**config.mk**
```make
export PLATFORM = sky130hd
export DESIGN_NAME = serial_cla_subtractor
export DESIGN_NICKNAME = d
export VERILOG_FILES = /design/src/rtl/serial_cla_subtractor.sv
export SDC_FILE = /design/constraint.sdc
export NUM_CORES = 1
export LEC_CHECK = 0
export CAP_MARGIN = 10
export CORE_ASPECT_RATIO = 1.4
export CORE_UTILIZATION = 43
export CTS_BUF_LIST = sky130_fd_sc_hd__clkbuf_8
export DETAILED_ROUTE_END_ITERATION = 10
export GPL_TIMING_DRIVEN = 0
export PLACE_DENSITY = 0.72
export SLEW_MARGIN = 15
export SYNTH_ARGS = -nofsm -noshare
export SYNTH_HDL_FRONTEND = slang
export SYNTH_SLANG_ARGS = --single-unit
```
**constraint.sdc**
```tcl
create_clock -name clk -period 7.7 [get_ports clk]
set_clock_uncertainty 0.2 [all_clocks]
set_input_delay 1.54 -clock clk [delete_from_list [all_inputs] [get_ports clk]]
set_output_delay 1.54 -clock clk [all_outputs]
set_load 0.02 [all_outputs]
```
**src/rtl/serial_cla_subtractor.sv**
```systemverilog
// Serial subtractor: computes a - b - bin one 4-bit nibble per cycle using
// carry-lookahead equations on a + ~b + ~bin, LSB nibble first.
// Optional feature: define SUB_OVF_EN to add the signed-overflow output ovf.
module serial_cla_subtractor #(
    parameter int unsigned WIDTH = 16
) (
    input  logic             clk,
    input  logic             rst_n,
    input  logic             in_valid,
    output logic             in_ready,
    input  logic [WIDTH-1:0] a,
    input  logic [WIDTH-1:0] b,
    input  logic             bin,
    output logic             out_valid,
    input  logic             out_ready,
    output logic [WIDTH-1:0] diff,
`ifdef SUB_OVF_EN
    output logic             ovf,
`endif
    output logic             bout
);

    localparam int unsigned N    = WIDTH / 4;
    localparam int unsigned IdxW = (N > 1) ? $clog2(N) : 1;
    localparam logic [IdxW-1:0] LastIdx = IdxW'(N - 1);

    if ((WIDTH % 4) != 0 || WIDTH < 4) begin : g_bad_width
        $error("WIDTH must be a multiple of 4 and at least 4");
    end

    typedef enum logic [1:0] {StIdle, StRun, StDone} state_e;

    state_e          state_q, state_d;
    logic [WIDTH-1:0] a_q, a_d;
    logic [WIDTH-1:0] b_q, b_d;
    logic [WIDTH-1:0] diff_q, diff_d;
    logic            carry_q, carry_d;
    logic            bout_q, bout_d;
    logic [IdxW-1:0] idx_q, idx_d;
`ifdef SUB_OVF_EN
    logic            ovf_q, ovf_d;
`endif

    logic [3:0] a_nib, nb_nib, g, p, sum;
    logic [4:0] c;

    // Lookahead adder for the current nibble of a + ~b with the registered carry
    always_comb begin
        a_nib  = a_q[{idx_q, 2'b00} +: 4];
        nb_nib = ~b_q[{idx_q, 2'b00} +: 4];
        g      = a_nib & nb_nib;
        p      = a_nib ^ nb_nib;
        c[0]   = carry_q;
        c[1]   = g[0] | (p[0] & c[0]);
        c[2]   = g[1] | (p[1] & g[0]) | (p[1] & p[0] & c[0]);
        c[3]   = g[2] | (p[2] & g[1]) | (p[2] & p[1] & g[0]) | (p[2] & p[1] & p[0] & c[0]);
        c[4]   = g[3] | (p[3] & g[2]) | (p[3] & p[2] & g[1]) | (p[3] & p[2] & p[1] & g[0])
               | (&p & c[0]);
        sum    = p ^ c[3:0];
    end

    // Next-state logic: accept in IDLE, one nibble per RUN cycle, hold in DONE
    always_comb begin
        state_d = state_q;
        a_d     = a_q;
        b_d     = b_q;
        diff_d  = diff_q;
        carry_d = carry_q;
        bout_d  = bout_q;
        idx_d   = idx_q;
`ifdef SUB_OVF_EN
        ovf_d   = ovf_q;
`endif
        unique case (state_q)
            StIdle: begin
                if (in_valid) begin
                    a_d     = a;
                    b_d     = b;
                    carry_d = ~bin;
                    idx_d   = '0;
                    state_d = StRun;
                end
            end
            StRun: begin
                diff_d[{idx_q, 2'b00} +: 4] = sum;
                carry_d = c[4];
                idx_d   = idx_q + IdxW'(1);
                if (idx_q == LastIdx) begin
                    state_d = StDone;
                    // Carry out of a + ~b + ~bin is the inverse of the borrow
                    bout_d  = ~c[4];
`ifdef SUB_OVF_EN
                    ovf_d   = (a_q[WIDTH-1] ^ b_q[WIDTH-1]) & (sum[3] ^ a_q[WIDTH-1]);
`endif
                end
            end
            StDone: begin
                if (out_ready) begin
                    state_d = StIdle;
                end
            end
            default: state_d = StIdle;
        endcase
    end

    // State and datapath registers with asynchronous clear
    always_ff @(posedge clk or negedge rst_n) begin
        if (!rst_n) begin
            state_q <= StIdle;
            a_q     <= '0;
            b_q     <= '0;
            diff_q  <= '0;
            carry_q <= 1'b0;
            bout_q  <= 1'b0;
            idx_q   <= '0;
`ifdef SUB_OVF_EN
            ovf_q   <= 1'b0;
`endif
        end else begin
            state_q <= state_d;
            a_q     <= a_d;
            b_q     <= b_d;
            diff_q  <= diff_d;
            carry_q <= carry_d;
            bout_q  <= bout_d;
            idx_q   <= idx_d;
`ifdef SUB_OVF_EN
            ovf_q   <= ovf_d;
`endif
        end
    end

    // Handshake outputs decode registered state only
    always_comb begin
        in_ready  = (state_q == StIdle);
        out_valid = (state_q == StDone);
        diff      = diff_q;
        bout      = bout_q;
`ifdef SUB_OVF_EN
        ovf       = ovf_q;
`endif
    end

endmodule

```
==> flow_summary_export.csv, run 1 <==
group,metric,value,unit
run_status,status,"complete, no violations",
critical_path,path_cells,"nor2_1 > clkdlybuf4s50_1",
critical_path,crit_type,"register to output port",
synth,ys_seq_elements,54,
global_route,grt_max_degree,36,
routing,route.detailed.drc,0,
critical_path,cp_top_family,"buffers and inverters",
clock_network,clk_pin_slew,0.10,ns
global_route,antenna_found_initial,0,
synth,ys.flop_type,"dfrtp_1",
routing,wl_met1,2290,microns
pwr,p_per_area,439,mW/mm^2
sta,period_needed,3.31,ns
synth,ys_seq_area_share,52.8,%
clock_network,cts-htree-levels,2,
routing,avgViaCountPerCell,5.06,
critical_path,cp-end-kind,"output port",
routing,routed-via-count,1983,
layout,layout-drive-gt1-share,6.17,%
synth,synth_fa_ha_area_share,5.67,%
clock_network,numCtsBuffers,5,
sta,worstMarginPinSlew,0.713,ns
clock_network,postCtsHoldBufs,0,
synth,synthesis.area,0.00256,sq mm
critical_path,startpoint_type,"register",
global_route,grtUsageTotal,19.1,%
global_route,first_global_vias,1946,
clock_network,cts_tree,"built",
synth,muxShareOfSynthArea,8.22,%
synth,async_flop_share,100,%
clock_network,clk_latency,0.30,ns
run,cap_violations,0,
synth,synth_edf_count,0,
sta,period_share,43.0,%
layout,area_growth,29.6,%
synth,synth_fp_nets,308,
sta,fmax,0.302,GHz
placed_design,dpl_worst_slack,4.59,ns
sta,drv_slew,0,
clock_network,clockRootBuffer,"clkbuf_8",
routing,top_layer,"met4",
die,die_y,93.3,microns
routing,dr_wl_met2,2750,microns
sta,timing.setup.tns,0,ns
worst_hold_path,hold_class,"register to register",
global_route,grt_pass1_wl,9000,microns
routing,post_drt_wl_per_cell,13.5,microns
layout,antenna_cells,0,
synth,synth-xor-area-share,0.342,%
sta,setup_viol_count_final,0,
clock_network,clock_sinks,54,
synth,synth_cells,260,
sta,slew_headroom,52.2,%
pwr,leakage,1.62,nW
global_route,gr-total-overflow,0,
layout,final_common_cell,"nand2_1",
layout,fillCellCount,520,
synth,ys_types,28,
placed_design,gp_congestion,0.793,
placed_design,place.detailed.hpwl,3940,microns
pwr,ir_drop,0.000206,V
critical_path,worstPathRequired,5.96,ns
routing,dr_wl_met3,171,microns
routing,drtIter0Drc,152,
routing,first_pass_iters,4,
clock_network,clockBufferDepth,2,
die,dieWidth,67.2,microns
sta,fin_ws,4.39,ns
layout,nets,371,
critical_path,critPathSlowestCell,"clkdlybuf4s50_1",
die,dieArea,0.00627,sq mm
die,start_util,45.6,%
critical_path,path_buf_inv,1,
synth,synth_top_family_by_area,"simple AND/OR/NAND/NOR gates",
synth,synth_compound_area_share,7.38,%
placed_design,numPortBuffers,55,
synth,syn_area_per_cell,9.84,sq um
critical_path,critPathMaxFanout,4,
die,ios,56,
sta,rsz0062_at_grt,"false",
routing,ant_nets,0,
die,rows,32,
clock_network,postCtsSetupBuffers,0,
synth,synth-simple-area-share,22.2,%
critical_path,crit_arrival,1.57,ns
sta,hold_viol_final,0,
synth,ys_warn_count,0,
layout,layout_common_cells,"nand2_1 (121), dfrtp_1 (54), clkdlybuf4s50_1 (54)",
critical_path,slowest_delay,0.65,ns
critical_path,regToRegSetupSlack,4.77,ns
die,core,0.00561,sq mm
clock_network,cts_resized,0,
routing,wl,5290,microns
-- cell families (layout without fill, tap and decap cells) --
logic type / count (synthesis) / after routing
and+or+nand+nor: 139 / 139
DFF: 54 / 54
AOI/OAI and AO/OA: 29 / 29
buffers and inverters: 18 / 82
adders and majority gates: 11 / 11
muxes: 8 / 8
xor gates and xnor gates: 1 / 1
-- tightest hold or removal path: stages (launching register included) --
cell     delay [ns]
dfrtp_1        0.34
nand2_1        0.05
nand2_1        0.05
-- synth_stat cells (2+ instances only) --
cell      number  share of area [%]
ha_1          10                4.9
mux4_1         8                8.2
nand3_1        2               0.39
o31ai_1        5                1.5
clkbuf_1       3               0.44
a21o_1         2               0.59
dfrtp_1       54                 53
a211oi_1       2               0.59
nand4_1        3               0.73
nor2b_1        2               0.49
nor2_1         6               0.88
o21ai_0       15                2.9
a21oi_1        2               0.39
nand2_1      121                 18
buf_2          6                1.2
inv_1          7                1.0
-- registers in the layout, indices dropped and copies added (netlist names) --
signal   cells
diff        16
carry_q      1
state_q      2
idx_q        2
bout         1
a_q         16
b_q         16
-- layer usage --
layer / GRT usage, % / up-vias
met2: 32.3 / 53
li1: - / 990
met5: 0 / -
met1: 24.9 / 933
met3: 3.05 / 7
met4: 5.14 / 0
-- per-stage QoR --
stage	util, %	std cells	area, sq um	power (mW)	hold slack (ns)
after detailed placement	57.3	384	3210	1.28	0.256
after global routing	59.2	392	3320	1.57	0.302
after global placement	57.0	383	3190	1.26	0.251
after floorplan	-	260	2560	1.01	0.237
after CTS	59.2	392	3320	1.47	0.278
final	59.2	392	3320	1.46	0.272
-- final cells by class --
cell class	instances	area, sq um	share of cell area (%)
Sequential cell	54	1350	40.8
Multi-Input combinational cell	188	1120	33.8
Timing Repair Buffer	56	566	17.1
Tap cell	68	85.1	2.57
Clock buffer	5	68.8	2.08
Buffer	10	52.6	1.58
Clock inverter	3	37.5	1.13
Inverter	8	35.0	1.06
-- report_power, final --
part           internal, mW  leakage, nW  switching (mW)
Sequential            0.407        0.690          0.0694
Combinational         0.333        0.873           0.464
Clock                0.0948       0.0607          0.0886
Total                 0.835         1.62           0.622
-- path summary, 6_finish.rpt --
path                            start  endpoint  cells after the start
hold / removal                 b_q[2]    b_q[2]                      2
setup reg to reg             idx_q[1]  diff[10]                      7
hold reg to reg                b_q[2]    b_q[2]                      2
max in group asynchronous       rst_n    b_q[6]                      2
min in group asynchronous       rst_n  diff[12]                      1
setup / recovery           state_q[0]  in_ready                      2
Power figures use the tool's default switching activity.
==> run 2: changes to the inputs <==
==> constraint.sdc (replaced) <==
create_clock -name clk -period 3.1 [get_ports clk]
set_clock_uncertainty 0.2 [all_clocks]
set_input_delay 0.62 -clock clk [delete_from_list [all_inputs] [get_ports clk]]
set_output_delay 0.62 -clock clk [all_outputs]
set_load 0.02 [all_outputs]
==> results of run 2 <==
The final DEF is identical to that of run 1. Status: complete, no violations.
Among the figures that moved: setup slack after placement 4.59 ns -> 0.150 ns; setup slack after layout 4.39 ns -> 0.167 ns; hold slack 0.272 ns -> 0.0493 ns; start point of the critical path state_q[0] -> idx_q[1]; end point of the critical path in_ready -> diff[10]; register-to-register setup slack 4.77 ns -> 0.17 ns; total power 1.46 mW -> 3.62 mW; worst IR drop on VDD 0.000206 V -> 0.000512 V
==> run 3: changes to the inputs <==
--- a/config.mk
+++ b/config.mk
@@ -6,9 +6,9 @@
 export NUM_CORES = 1
 export LEC_CHECK = 0
 export CAP_MARGIN = 10
-export CORE_ASPECT_RATIO = 1.4
+export CORE_ASPECT_RATIO = 0.9
 export CORE_UTILIZATION = 43
-export CTS_BUF_LIST = sky130_fd_sc_hd__clkbuf_8
+export CTS_BUF_LIST = sky130_fd_sc_hd__clkbuf_4 sky130_fd_sc_hd__clkbuf_8 sky130_fd_sc_hd__clkbuf_16
 export DETAILED_ROUTE_END_ITERATION = 10
 export GPL_TIMING_DRIVEN = 0
 export PLACE_DENSITY = 0.72
==> run 3 against run 2 <==
Net effect:
- combinational power barely moved
- global-route usage did not move
- clock power fell by 13%
- setup slack got worse by 0.011 ns
- critical path depth did not move
- die area barely moved
==> flow_summary_export.csv, run 3 (synthesis gave the netlist of run 1 again) <==
group,metric,value,unit
routing,ant_nets,0,
sta,fin_ws,0.156,ns
clock_network,clk_pin_slew,0.09,ns
layout,layout-drive-gt1-share,6.52,%
layout,area_growth,28.2,%
critical_path,startpoint_type,"register",
layout,antenna_cells,0,
layout,final_common_cell,"nand2_1",
layout,final_cell_count_no_fill,392,
clock_network,clockBufferDepth,2,
critical_path,path_cells,"buf_6 > mux4_1 > ha_1 > o21ai_0 > nor2_1 > o311ai_2 > o21ai_0",
sta,setup_viol_count_final,0,
sta,period_share,95.0,%
critical_path,crit_type,"register to register",
critical_path,crit_arrival,2.92,ns
sta,rsz0062_at_grt,"false",
pwr,ir_drop,0.000616,V
global_route,globalRouteMet1Util,25.6,%
routing,routed-via-count,1980,
critical_path,worstPathRequired,3.08,ns
routing,wl,5320,microns
run_status,status,"complete, no violations",
placed_design,dp.cells,385,
run,cap_violations,0,
clock_network,clock_sinks,54,
global_route,antenna_found_initial,0,
clock_network,clockRootBuffer,"clkbuf_8",
placed_design,dpl_worst_slack,0.108,ns
sta,slew_headroom,54.5,%
critical_path,slowest_delay,0.57,ns
global_route,gr-total-overflow,0,
critical_path,critPathMaxFanout,10,
die,dieWidth,83.3,microns
critical_path,critPathSlowestCell,"mux4_1",
global_route,top_usage_layer,"met2",
die,core,0.00569,sq mm
clock_network,postCtsHoldBufs,0,
die,rows,26,
worst_hold_path,hold_class,"primary input to async pin",
placed_design,place_area,0.00319,sq mm
clock_network,cts_tree,"built",
pwr,leakage,1.60,nW
clock_network,numCtsBuffers,5,
routing,first_pass_iters,4,
global_route,first_global_vias,1918,
global_route,grt_pass1_wl,9220,microns
placed_design,gp_congestion,0.766,
die,die_y,75.2,microns
sta,worstMarginPinSlew,0.683,ns
clock_network,cts-htree-levels,2,
global_route,met2_usage,32.2,%
placed_design,place.detailed.hpwl,3820,microns
routing,route.detailed.drc,0,
clock_network,clk_latency,0.31,ns
die,ios,56,
sta,fmax,0.340,GHz
layout,fin_util,57.6,%
layout,layout_common_cells,"nand2_1 (121), dfrtp_1 (54), clkdlybuf4s50_1 (54)",
sta,hold_viol_final,0,
routing,avgViaCountPerCell,5.05,
pwr,p_per_area,1080,mW/mm^2
die,start_util,44.9,%
die,dieArea,0.00626,sq mm
layout,nets,370,
critical_path,cp-end-kind,"register",
layout,fin_area,0.00328,sq mm
global_route,grtUsageTotal,19.1,%
routing,drtIter0Drc,110,
global_route,grt_max_degree,55,
global_route,grt_use_met3,4.06,%
sta,drv_slew,0,
placed_design,numPortBuffers,55,
routing,post_drt_wl_per_cell,13.6,microns
sta,period_needed,2.94,ns
critical_path,crit_top_cell,"o21ai_0",
-- run 3: cell count changes in the layout (fill, tap and decap cells not counted), sizes merged --
cell and delta:
buf -1, bufinv -1, clkbuf +2, inv -2
-- run 3: final cells by class --
cell class | instances | area [sq um]
Inverter | 8 | 35.0
Sequential cell | 54 | 1350
Clock buffer | 7 | 83.8
Timing Repair Buffer | 55 | 548
Buffer | 10 | 53.8
Tap cell | 70 | 87.6
Fill cell | 512 | 2410
Multi-Input combinational cell | 188 | 1120
-- run 3: per-stage QoR --
step           hold slack, ns  setup TNS (ns)  power (mW)
6_report                0.137               0        3.55
5_1_grt                 0.206               0        3.84
4_1_cts                 0.173               0        3.59
3_5_place_dp            0.256               0        3.18
3_3_place_gp            0.252          -22.89        3.13
2_1_floorplan           0.124               0        2.52
-- run 3: power by group --
part           switching [mW]  internal [mW]
Sequential              0.169           1.01
Clock                   0.221          0.174
Combinational            1.14          0.828
Total                    1.53           2.01
-- run 3: worst paths after layout --
path	from	cells after the start	end	slack [ns]
worst max-delay path	idx_q[0]	7	diff[3]	0.16
min in group clk	b_q[7]	2	b_q[7]	0.27
max in group asynchronous	rst_n	1	b_q[4]	2.09
worst max register to register	idx_q[0]	7	diff[3]	0.16
worst min-delay path	rst_n	1	diff[15]	0.14
worst min register to register	b_q[7]	2	b_q[7]	0.27
-- run 3: timing repair --
action / in CTS / in global routing
resized for setup: 0 / 2
hold endpoints to repair: 0 / 0
setup endpoints to repair: 0 / 4
buffers inserted: 0 / 0
-- run 3: metal layers --
layer,up-vias,wire [microns]
met5,-,0
met1,936,2470
met3,6,275
li1,982,-
met2,56,2520
met4,0,55
-- run 3: worst max-delay path: cells and delay by family, from the launching register on --
kind | cells | cell delay, ns
and+or+nand+nor | 1 | 0.14
buffers and inverters | 1 | 0.22
adders and majority gates | 1 | 0.37
DFF | 1 | 0.51
AOI/OAI and AO/OA | 3 | 0.79
muxes | 1 | 0.57
